`src/rtl/j17_pkg.sv`:
```
// Shared types and encodings for the J17 control unit: opcodes, FSM states,
// ALU codes and the datapath control bundle.
package j17_pkg;

  localparam logic [4:0] OP_ALU_MAX = 5'h0B;
  localparam logic [4:0] OP_ADDI    = 5'h0C;
  localparam logic [4:0] OP_LOAD    = 5'h0D;
  localparam logic [4:0] OP_STORE   = 5'h0E;
  localparam logic [4:0] OP_BR_BASE = 5'h10;
  localparam logic [4:0] OP_HALT    = 5'h1F;

  typedef enum logic [2:0] {
    ST_IDLE,
    ST_FETCH,
    ST_DECODE,
    ST_MEM,
    ST_WB,
    ST_EXEC,
    ST_HALT
  } state_e;

  localparam logic [4:0] ALU_NOP  = 5'd0;
  localparam logic [4:0] ALU_ADD  = 5'd1;
  localparam logic [4:0] ALU_SUB  = 5'd2;
  localparam logic [4:0] ALU_AND  = 5'd3;
  localparam logic [4:0] ALU_OR   = 5'd4;
  localparam logic [4:0] ALU_XOR  = 5'd5;
  localparam logic [4:0] ALU_SLL  = 5'd6;
  localparam logic [4:0] ALU_SRL  = 5'd7;
  localparam logic [4:0] ALU_SRA  = 5'd8;
  localparam logic [4:0] ALU_SLT  = 5'd9;
  localparam logic [4:0] ALU_SLTU = 5'd10;
  localparam logic [4:0] ALU_MUL  = 5'd11;

  localparam logic [2:0] PC_SEQ    = 3'd0;
  localparam logic [1:0] WC_ALU    = 2'd0;
  localparam logic [1:0] WC_MEM    = 2'd1;
  localparam logic [1:0] RAM_IDLE  = 2'b00;
  localparam logic [1:0] RAM_READ  = 2'b01;
  localparam logic [1:0] RAM_WRITE = 2'b10;

  typedef struct packed {
    logic [4:0]  alucode;
    logic [4:0]  op1;
    logic [19:0] op2;
    logic        imcontrol;
    logic [1:0]  writecode;
    logic [2:0]  pccontrol;
  } ctrl_t;

  typedef struct packed {
    logic is_alu;
    logic is_mem;
    logic is_load;
    logic is_branch;
    logic is_halt;
    logic is_illegal;
  } iclass_t;

endpackage

```
`src/rtl/j17_decoder.sv`:
```
// Combinational instruction decoder: maps an instruction word to the
// datapath control values and the class flags the sequencer branches on.
module j17_decoder
  import j17_pkg::*;
(
  input  logic [31:0] ir,
  output logic [4:0]  alucode,
  output logic [4:0]  op1,
  output logic [19:0] op2,
  output logic        imcontrol,
  output logic [1:0]  ramenable,
  output logic [1:0]  writecode,
  output logic [2:0]  pccontrol,
  output logic        is_alu,
  output logic        is_mem,
  output logic        is_load,
  output logic        is_branch,
  output logic        is_halt,
  output logic        is_illegal
);

  logic [4:0] opc;
  logic       unused_ir_bits;

  assign opc            = ir[31:27];
  assign op1            = ir[26:22];
  assign op2            = ir[19:0];
  assign unused_ir_bits = ^ir[21:20];

  always_comb begin
    alucode    = ALU_NOP;
    imcontrol  = 1'b0;
    ramenable  = RAM_IDLE;
    writecode  = WC_ALU;
    pccontrol  = PC_SEQ;
    is_alu     = 1'b0;
    is_mem     = 1'b0;
    is_load    = 1'b0;
    is_branch  = 1'b0;
    is_halt    = 1'b0;
    is_illegal = 1'b0;
    if (opc <= OP_ALU_MAX) begin
      alucode = opc;
      is_alu  = 1'b1;
    end else if (opc == OP_ADDI) begin
      alucode   = ALU_ADD;
      imcontrol = 1'b1;
      is_alu    = 1'b1;
    end else if (opc == OP_LOAD) begin
      ramenable = RAM_READ;
      imcontrol = 1'b1;
      writecode = WC_MEM;
      is_mem    = 1'b1;
      is_load   = 1'b1;
    end else if (opc == OP_STORE) begin
      ramenable = RAM_WRITE;
      is_mem    = 1'b1;
    end else if ((opc & 5'h18) == OP_BR_BASE) begin
      pccontrol = opc[2:0];
      is_branch = 1'b1;
    end else if (opc == OP_HALT) begin
      is_halt = 1'b1;
    end else begin
      is_illegal = 1'b1;
    end
  end

endmodule

```
`src/rtl/j17_control_unit.sv`:
```
// J17 multi-cycle sequencer: fetch over req/ack, decode, then step through
// MEM/WB/EXEC with registered control outputs and a retired-instruction count.
module j17_control_unit
  import j17_pkg::*;
#(
  parameter int XLEN  = 32,
  parameter int CNT_W = 32
) (
  input  logic             clock,
  input  logic             reset,
  input  logic             start,
  input  logic [XLEN-1:0]  pc,
  output logic             imem_req,
  output logic [9:0]       imem_addr,
  input  logic             imem_ack,
  input  logic [31:0]      imem_data,
  output logic [4:0]       alucode,
  output logic [4:0]       op1,
  output logic [19:0]      op2,
  output logic             imControl,
  output logic             regenable,
  output logic [1:0]       ramenable,
  output logic [1:0]       writecode,
  output logic [2:0]       pcControl,
  output logic             pc_step,
  output logic             halted,
  output logic             illegal,
  output logic [CNT_W-1:0] retired
);

  state_e           state_q, state_d;
  logic [31:0]      ir_q, ir_d;
  logic             imem_req_q, imem_req_d;
  logic [9:0]       imem_addr_q, imem_addr_d;
  ctrl_t            ctrl_q, ctrl_d, dec_ctrl;
  iclass_t          dec_cls;
  logic [1:0]       dec_ramenable;
  logic [1:0]       ramenable_q, ramenable_d;
  logic             regenable_q, regenable_d;
  logic             pc_step_q, pc_step_d;
  logic             halted_q, halted_d;
  logic             illegal_q, illegal_d;
  logic [CNT_W-1:0] retired_q, retired_d;
  logic             unused_pc_hi;

  assign unused_pc_hi = ^pc[XLEN-1:10];

  // Decoding the word being latched lets the controls be registered on the
  // same edge that leaves FETCH, so they are valid throughout DECODE.
  assign ir_d = (state_q == ST_FETCH && imem_ack) ? imem_data : ir_q;

  j17_decoder u_decoder (
    .ir         (ir_d),
    .alucode    (dec_ctrl.alucode),
    .op1        (dec_ctrl.op1),
    .op2        (dec_ctrl.op2),
    .imcontrol  (dec_ctrl.imcontrol),
    .ramenable  (dec_ramenable),
    .writecode  (dec_ctrl.writecode),
    .pccontrol  (dec_ctrl.pccontrol),
    .is_alu     (dec_cls.is_alu),
    .is_mem     (dec_cls.is_mem),
    .is_load    (dec_cls.is_load),
    .is_branch  (dec_cls.is_branch),
    .is_halt    (dec_cls.is_halt),
    .is_illegal (dec_cls.is_illegal)
  );

  always_comb begin
    state_d     = state_q;
    imem_req_d  = 1'b0;
    imem_addr_d = imem_addr_q;
    ctrl_d      = ctrl_q;
    ramenable_d = RAM_IDLE;
    regenable_d = 1'b0;
    pc_step_d   = 1'b0;
    halted_d    = halted_q;
    illegal_d   = illegal_q;
    retired_d   = retired_q;
    case (state_q)
      ST_IDLE: begin
        if (start) begin
          state_d     = ST_FETCH;
          imem_req_d  = 1'b1;
          imem_addr_d = pc[9:0];
        end
      end
      ST_FETCH: begin
        if (imem_ack) begin
          state_d = ST_DECODE;
          ctrl_d  = dec_ctrl;
        end else begin
          imem_req_d = 1'b1;
        end
      end
      ST_DECODE: begin
        if (dec_cls.is_branch) begin
          state_d   = ST_EXEC;
          pc_step_d = 1'b1;
          retired_d = retired_q + CNT_W'(1);
        end else if (dec_cls.is_mem) begin
          state_d     = ST_MEM;
          ramenable_d = dec_ramenable;
        end else if (dec_cls.is_alu) begin
          state_d     = ST_WB;
          regenable_d = 1'b1;
        end else begin
          state_d   = ST_HALT;
          halted_d  = 1'b1;
          illegal_d = dec_cls.is_illegal;
        end
      end
      ST_MEM: begin
        if (dec_cls.is_load) begin
          state_d     = ST_WB;
          regenable_d = 1'b1;
        end else begin
          state_d   = ST_EXEC;
          pc_step_d = 1'b1;
          retired_d = retired_q + CNT_W'(1);
        end
      end
      ST_WB: begin
        state_d   = ST_EXEC;
        pc_step_d = 1'b1;
        retired_d = retired_q + CNT_W'(1);
      end
      ST_EXEC: begin
        state_d     = ST_FETCH;
        imem_req_d  = 1'b1;
        imem_addr_d = pc[9:0];
      end
      ST_HALT: begin
        if (start) begin
          state_d     = ST_FETCH;
          imem_req_d  = 1'b1;
          imem_addr_d = pc[9:0];
          halted_d    = 1'b0;
          illegal_d   = 1'b0;
        end
      end
      default: state_d = ST_IDLE;
    endcase
  end

  always_ff @(posedge clock or posedge reset) begin
    if (reset) begin
      state_q     <= ST_IDLE;
      ir_q        <= '0;
      imem_req_q  <= 1'b0;
      imem_addr_q <= '0;
      ctrl_q      <= '0;
      ramenable_q <= RAM_IDLE;
      regenable_q <= 1'b0;
      pc_step_q   <= 1'b0;
      halted_q    <= 1'b0;
      illegal_q   <= 1'b0;
      retired_q   <= '0;
    end else begin
      state_q     <= state_d;
      ir_q        <= ir_d;
      imem_req_q  <= imem_req_d;
      imem_addr_q <= imem_addr_d;
      ctrl_q      <= ctrl_d;
      ramenable_q <= ramenable_d;
      regenable_q <= regenable_d;
      pc_step_q   <= pc_step_d;
      halted_q    <= halted_d;
      illegal_q   <= illegal_d;
      retired_q   <= retired_d;
    end
  end

  assign imem_req  = imem_req_q;
  assign imem_addr = imem_addr_q;
  assign alucode   = ctrl_q.alucode;
  assign op1       = ctrl_q.op1;
  assign op2       = ctrl_q.op2;
  assign imControl = ctrl_q.imcontrol;
  assign writecode = ctrl_q.writecode;
  assign pcControl = ctrl_q.pccontrol;
  assign ramenable = ramenable_q;
  assign regenable = regenable_q;
  assign pc_step   = pc_step_q;
  assign halted    = halted_q;
  assign illegal   = illegal_q;
  assign retired   = retired_q;

endmodule

```
`config.mk`:
```
export PLATFORM = sky130hd
export DESIGN_NAME = j17_control_unit
export DESIGN_NICKNAME = d
export VERILOG_FILES = /design/src/rtl/j17_pkg.sv /design/src/rtl/j17_decoder.sv /design/src/rtl/j17_control_unit.sv
export SDC_FILE = /design/constraint.sdc
export NUM_CORES = 1
export LEC_CHECK = 0
export BUFFER_PORTS_ARGS = -buffer_cell sky130_fd_sc_hd__buf_2
export CAP_MARGIN = 20
export CORE_UTILIZATION = 46
export CTS_BUF_LIST = sky130_fd_sc_hd__clkbuf_8
export CTS_CLUSTER_DIAMETER = 80
export DETAILED_ROUTE_END_ITERATION = 8
export GPL_ROUTABILITY_DRIVEN = 0
export PLACE_DENSITY = 0.89
export SETUP_SLACK_MARGIN = 0.2
export SLEW_MARGIN = 20
export SYNTH_ARGS = -nofsm -noshare
export SYNTH_HDL_FRONTEND = slang
export SYNTH_SLANG_ARGS = --single-unit
```
`constraint.sdc`:
```
create_clock -name clock -period 2.8 [get_ports clock]
set_input_delay 0.42 -clock clock [delete_from_list [all_inputs] [get_ports clock]]
set_output_delay 0.42 -clock clock [all_outputs]
set_load 0.01 [all_outputs]
```
Word-level counts from Yosys, hierarchy flattened --
Cells that the tools add are included.
Cells by class: add/sub/neg operators 1, order comparisons 1, equal/unequal tests 19, muxes and demuxes 72, reductions and logical operators 11
Operators with widths (number):
- $mux W32 | 3
- $pmux W32 S3 | 1
- $mux W1 | 40
- $add A32 B1 Y32 const B | 1
- $mux W3 | 9
- $mux W2 | 10
- $pmux W10 S2 | 1
- $pmux W3 S6 | 1
- $eq A5 B4 Y1 const B | 3
- $ne A2 B2 Y1 const B | 6
- $mux W10 | 1
- $eq A3 B3 Y1 const B | 3
- $eq A3 B2 Y1 const B | 2
- $pmux W1 S2 | 3
- $pmux W1 S3 | 2
- $reduce_and A2 Y1 | 3
- $eq A5 B5 Y1 const B | 1
- $le A5 B4 Y1 const B | 1
- $mux W5 | 1
- $reduce_and A5 Y1 | 1
- $ne A2 B1 Y1 const B | 2
- $reduce_bool A2 Y1 | 2
- $eq A3 B1 Y1 const B | 1
- $logic_not A3 Y1 | 1
- other kinds (5) | 5
Word-level totals: bits in registers 120, input bits 68, logic and storage cells 121

Depth between registers and ports, before layout --
Gate-level depths: netlist (run 1).
depth after elaboration 14, depth in mapped cells 8, mapped depth without buffers 5

Hierarchy --
Synthesis (run 1) repeated with hierarchy kept, for this count alone.
Second synthesis, totals: cell total of the unflattened synthesis 422, area, all modules 5337.6 sq um
Modules (own cells, without submodules):
- j17_control_unit | times used 1, cells an instance 365, area an instance 4923.5 sq um, seq. area each 3002.9 sq um
- j17_decoder | times used 1, cells an instance 57, area an instance 414.1 sq um, seq. area each 0.0 sq um

Worst setup path before layout (run 1) --
OpenSTA, ideal clock, no wires.
kind flip-flop to flip-flop, start point register state_q[1], end point register retired_q[13] (netlist: retired[13]), arrival 1.668 ns, required time 2.674 ns, setup slack 1.006 ns, cell stages (with the launch flop) 7, period minus slack after synthesis 1.794 ns, path through dfrtp_1 buf_2 nand2b_1 a211oi_2 nor2_2 or4_4 xnor2_2
On the way: word-level cells in the longest chain between the ends 11, elaborated cells on any way between the ends 24
RTL lines:
- start: declaration | line j17_control_unit.sv:31 | state_e state_q, state_d;
- start signal: assignment | line j17_control_unit.sv:160 | state_q <= state_d;
- $eq A3 B1 Y1 | line j17_control_unit.sv:50 | assign ir_d = (state_q == ST_FETCH && imem_ack) ? imem_data : ir_q;
- $logic_and A1 B1 Y1 | line j17_control_unit.sv:50
- $mux W32 | line j17_control_unit.sv:50
- $eq A2 B2 Y1 | line j17_decoder.sv:58 | end else if ((opc & 5'h18) == OP_BR_BASE) begin
- $mux W1 | line j17_decoder.sv:58
- $mux W1 | line j17_decoder.sv:55 | end else if (opc == OP_STORE) begin
- $mux W1 | line j17_decoder.sv:49 | end else if (opc == OP_LOAD) begin
- $mux W1 | line j17_decoder.sv:45 | end else if (opc == OP_ADDI) begin
- $mux W1 | line j17_decoder.sv:42 | if (opc <= OP_ALU_MAX) begin
- $ne A2 B1 Y1 (no line)
- $reduce_and A3 Y1 (no line)
- end signal: assignment | line j17_control_unit.sv:170 | retired_q <= retired_d;
- end: declaration | line j17_control_unit.sv:43 | logic [CNT_W-1:0] retired_q, retired_d;
Several ways; a longest one is shown, not always the timed one. A chain may end at the register's enable or synchronous reset.

Final worst setup path (run 1) --
start point register state_q[2], end point register retired_q[28] (netlist: retired[28])
The elaborated chain is that of the path after synthesis.

==> metrics.yaml, run 1 <==
outcome: "finished, final reports clean"
finalNetCount: 603
grt_pass1_vias: 3194
p_per_area_mw_per_mm2: 906
vias: 3325
synth_area_mm2: 0.00407
finalSetupTns_ns: 0
max-cap-violations: 0
place.port_buffers: 127
arrival_ns: 2.58
clock_latency_ns: 0.35
synth_most_common_cell: "nand2_1"
grt_use_met2_pct: 34.2
numCtsBuffers: 9
netlist.area_leader.share_pct: 56.6
hold_buffers: 0
grt.met3_usage_pct: 4.82
crit_fanout: 18
skew_ns: 0.00689
worst_pin_slew_ns: 1.11
ys_warn_count: 0
synth_cell_type_count: 49
final_antenna_net_count: 0
cts_resized: 0
synth.avg_cell_area_um2: 9.83
cts_tree: "built"
synth_edf_count: 0
vdd_drop_max_mv: 0.512
gr-total-overflow: 0
period_share_pct: 84.1
die-area_mm2: 0.00922
timing.fmax_mhz: 425
r2r_slack_ns: 0.44
slowest_delay_ns: 0.88
coreArea_mm2: 0.00838
syn_to_final_growth_pct: 22.3
wl_per_cell_um: 13.7
setup_viol: 0
ff2ff_path_depth: 5
maxSlewViolCount: 0
yosys-top-cells-area: "dfrtp_1, nand2_1, xor2_1, mux2_2, xnor2_1"
drc_errors: 0
grt_max_degree: 93
yosysTopAreaCell: "dfrtp_1"
finalHoldViolations: 0
first_pass_iters: 5
die_y_um: 96.0
drive_above_1_share_pct: 30.9
ys_top_cells_by_count: "nand2_1, dfrtp_1, xor2_1"
reg2reg_to: "retired[28]"
post_cts_buffers: 0
antenna_found_initial: 0
cts_buffer_depth: 2
row_count: 33
dpl.hpwl_um: 6170
start_util_pct: 48.5
grt_busiest_layer: "met2"
required_ns: 3.03
reg2reg_from: "state_q[2]"
hold_path_class: "in -> async"
cts-htree-levels: 3
fillCellCount: 727
syn-num-nets: 483
grt_pass1_wl_um: 14500
path_cells: "nand4bb_1 > a21oi_1 > o21ai_1 > nor3_1 > xor2_1"
hold_slack_ns: 0.195
synth_seq_area_share_pct: 56.6
antenna-diode-count: 0
synth_seq_cells: 92
p_leak_nw: 2.65
viasPerCell: 5.17
clk_pin_slew_worst_paths_ns: 0.09
crit_type: "reg -> reg"
use_met1_pct: 25.4
drt_iter0_drc: 116
fin_crit_ns: 2.36
relSlewSlack_pct: 25.8
rsz0062_at_grt: "false"
grt_usage_pct: 20.5
wirelength_um: 8800
endpoint_kind: "flip-flop"
asyncSetResetFlopFracSynth_pct: 100
ios: 153
worst_path_max_delay_cell: "o21ai_1"
start_kind: "flip-flop"
clock_sinks: 92
die_x_um: 96.0
synth_top_flop_cell: "dfrtp_1"
netlist_instances: 414
cts_root_buf: "clkbuf_8"
## registers in the layout, indices dropped and copies added (netlist names), 2 cells and up
register,cells
state_q,3
ir_q,5
ramenable,2
pcControl,3
op1,5
retired,32
imem_addr,10
alucode,5
op2,20
## metal layers
layer | vias to the layer above | routed length (um)
li1 | 1617 | -
met2 | 127 | 4090
met4 | 0 | 133
met3 | 12 | 595
met1 | 1569 | 3980
met5 | - | 0
## area by class of cell
class,count,area (um2),share of cell area (%)
Clock buffer,10,138,2.77
Multi-Input combinational cell,288,1620,32.6
Clock inverter,5,52.6,1.06
Sequential cell,92,2300,46.3
Inverter,12,48.8,0.981
Tap cell,105,131,2.64
Timing Repair Buffer,131,678,13.6
## worst max-delay path: cells and delay by family (launching register included)
kind	cells	cell delay, ns
xor+xnor	1	0.20
simple gates	2	0.43
compound gates	2	0.97
flops	1	0.62
## cells in the final DEF (no fill, tap or decap), types with 3 or more instances in the layout
| cell type | n |
|---|---|
| nor3_1 | 10 |
| o21ai_0 | 9 |
| clkbuf_8 | 10 |
| clkinv_2 | 3 |
| nand2_1 | 122 |
| nor4_1 | 5 |
| nand2b_1 | 3 |
| a21oi_1 | 8 |
| xor2_1 | 19 |
| xnor2_1 | 13 |
| and3_1 | 5 |
| nor2_1 | 17 |
| nand4_1 | 11 |
| mux2_2 | 11 |
| dfrtp_1 | 92 |
| inv_1 | 11 |
| buf_4 | 3 |
| nand3_1 | 15 |
| buf_2 | 127 |
## kinds of logic after synthesis
| group | after synthesis | share of synthesized area (%) |
|---|---|---|
| AO/OA/AOI/OAI | 36 | 5.97 |
| XOR/XNOR | 33 | 7.29 |
| adder cells (fa/ha/maj) | 1 | 0.308 |
| buffers and inverters | 34 | 3.51 |
| flip-flops | 92 | 56.6 |
| multiplexers | 12 | 3.29 |
| other | 1 | 0.0922 |
| AND/OR/NAND/NOR | 205 | 22.9 |
## stage by stage
step                worst slack, ns  cells  cell area [um2]  total power, mW  util [%]
floorplan                      1.01    414             4070             3.06         -
global placement              0.501    628             4780             3.58      57.1
detailed placement            0.447    628             4780             3.67      57.1
CTS                           0.417    643             4970             4.55      59.3
global route                  0.277    643             4970             4.85      59.3
finish                        0.445    643             4970             4.50      59.3
## worst max-delay path by stage
stage	from	endpoint	slack [ns]
floorplan	state_q[1]	retired[13]	1.01
global placement	state_q[2]	retired[28]	0.50
detailed placement	state_q[2]	retired[28]	0.45
CTS	state_q[2]	retired[16]	0.42
global route	state_q[2]	retired[22]	0.28
finish	state_q[2]	retired[28]	0.44
## where the power goes
part	switching, mW	leakage, nW	total [mW]	internal, mW
combinational	0.883	1.37	1.55	0.671
clock	0.449	0.0979	0.876	0.428
sequential	0.326	1.19	2.07	1.75
No activity file was read; power rests on OpenSTA's default activity.
==> inputs of run 2 (changes only) <==
- clock period: 2.8 -> 1.95 ns (I/O delays scaled with it)
==> metrics.yaml, run 2 (synthesized netlist as in run 1, its figures left out) <==
final_antenna_net_count: 0  # unchanged
skew_ns: 0.00710  # was 0.00689 ns
wirelength_um: 9600  # was 8800 um
endpoint_kind: "flip-flop"  # unchanged
fin_crit_ns: 1.79  # was 2.36 ns
p_leak_nw: 2.82  # was 2.65 nW
wl_per_cell_um: 14.5  # was 13.7 um
place.port_buffers: 127  # unchanged
dp_slack_ns: 0.147  # was 0.447 ns
drive_above_1_share_pct: 38.0  # was 30.9%
r2r_slack_ns: 0.16  # was 0.44 ns
cts_root_buf: "clkbuf_8"  # unchanged
max-cap-violations: 0  # unchanged
crit_type: "reg -> reg"  # unchanged
seqPwrFrac_pct: 44.2  # was 46.0%
p_sw_share_pct: 37.1  # was 36.8%
first_pass_iters: 4  # was 5
antenna-diode-count: 0  # unchanged
start_kind: "flip-flop"  # unchanged
clock_sinks: 92  # unchanged
period_share_pct: 91.7  # was 84.1%
worst_slack_ns: 0.161  # was 0.445 ns
row_count: 33  # unchanged
reg2reg_to: "retired[13]"  # was retired[28]
grt_pass1_vias: 3260  # was 3194
finalNetCount: 619  # was 603
netSwitchingPower_mw: 2.49  # was 1.66 mW
start_util_pct: 48.5  # unchanged
die_y_um: 96.0  # unchanged
p_per_area_mw_per_mm2: 1270  # was 906 mW/mm2
die-area_mm2: 0.00922  # unchanged
timing.fmax_mhz: 559  # was 425 MHz
clock_latency_ns: 0.36  # was 0.35 ns
ios: 153  # unchanged
vdd_drop_max_mv: 0.737  # was 0.512 mV
maxSlewViolCount: 0  # unchanged
layout_commonest_cell: "buf_2"  # unchanged
p_comb_share_pct: 37.9  # was 34.5%
antenna_found_initial: 0  # unchanged
gr-total-overflow: 0  # unchanged
clk_pin_slew_worst_paths_ns: 0.08  # was 0.09 ns
dpl.hpwl_um: 6520  # was 6170 um
grt_pass1_wl_um: 15100  # was 14500 um
required_ns: 2.20  # was 3.03 ns
rsz0062_at_grt: "true"  # was false
timing.critical_path.to: "retired[13]"  # was retired[28]
crit_fanout: 7  # was 18
arrival_ns: 2.04  # was 2.58 ns
coreArea_mm2: 0.00838  # unchanged
outcome: "finished, final reports clean"  # unchanged
drc_errors: 0  # unchanged
numCtsBuffers: 9  # unchanged
syn_to_final_growth_pct: 29.7  # was 22.3%
critPathLaunch: "state_q[2]"  # unchanged
cts_buffer_depth: 2  # unchanged
setup_viol: 0  # unchanged
cts-htree-levels: 3  # unchanged
reg2reg_from: "state_q[2]"  # unchanged
die_x_um: 96.0  # unchanged
vias: 3523  # was 3325
ff2ff_path_depth: 5  # unchanged
drt_iter0_drc: 160  # was 116
grt_max_degree: 93  # unchanged
hold_path_class: "in -> async"  # unchanged
internal-power_mw: 4.21  # was 2.85 mW
viasPerCell: 5.34  # was 5.17
final_cell_mix: "buf_2, nand2_1, dfrtp_1, xor2_1, buf_4"  # was buf_2, nand2_1, dfrtp_1, xor2_1, nor2_1
cts_tree: "built"  # unchanged
finalSetupTns_ns: 0  # unchanged
clkPwrFrac_pct: 17.9  # was 19.5%
grt_usage_pct: 21.3  # was 20.5%
largest_register_ffs: 32  # unchanged
finalHoldViolations: 0  # unchanged
run 2: timing repair:
item / CTS / global route
setup buffers: 1 / 4
pin swaps: 1 / 8
hold buffers: 0 / 0
resized for setup: 7 / 34
endpoints found under the setup margin: 22 / 39
run 2: worst max-delay path, stage by stage (launching register included):
cell	delay, ns
dfrtp_2	0.45
nand4bb_4	0.22
a211oi_4	0.31
nor2_4	0.11
or4_4	0.44
xnor2_2	0.15
run 2: how the worst min path moves through the flow:
stage,startpoint,to,cells after the start
final,reset,op2[4],3
after global routing,reset,op2[4],3
after CTS,reset,imem_addr[1],3
after detailed placement,retired[31],retired[31],1
after global placement,pcControl[2],pcControl[2],2
after floorplan,imem_data[31],alucode[3],1
run 2: cell type report:
| class | count | area [um2] |
|---|---|---|
| well taps | 105 | 131 |
| repair buffers | 147 | 802 |
| multi-input cells | 288 | 1810 |
| fillers | 698 | 3110 |
| clock buffers | 9 | 124 |
| flip-flops and latches | 92 | 2310 |
| clock inverters | 7 | 53.8 |
| inverters | 12 | 48.8 |
run 2: power groups by stage:
stage / combinational [mW] / clock (mW) / sequential [mW]
5_1_grt: 2.83 / 1.30 / 3.04
2_1_floorplan: 1.25 / 0 / 3.15
4_1_cts: 2.43 / 1.22 / 2.94
3_3_place_gp: 2.30 / 0 / 2.93
6_report: 2.54 / 1.20 / 2.96
3_5_place_dp: 2.40 / 0 / 2.95
run 2: routing by layer:
metal  track usage [%]  vias to the layer above  wire length, um  part of all wire, %
li1                  -                     1646                -                    -
met1              25.5                     1713             3890                   40
met2              36.7                      148             4900                   51
met3              5.29                       16              665                  6.9
met4              8.33                        0              148                  1.5
met5                 0                        -                0                    0
run 2: through the flow:
stage          hold slack [ns]  util [%]  instance area, um2  instances  power, mW
6_report                0.0408      62.9                5270        660       6.69
5_1_grt                  0.119      62.9                5270        660       7.17
4_1_cts                 0.0851      60.8                5090        656       6.59
3_5_place_dp             0.452      58.1                4870        639       5.35
3_3_place_gp             0.446      58.1                4870        639       5.23
2_1_floorplan            0.390         -                4080        414       4.40
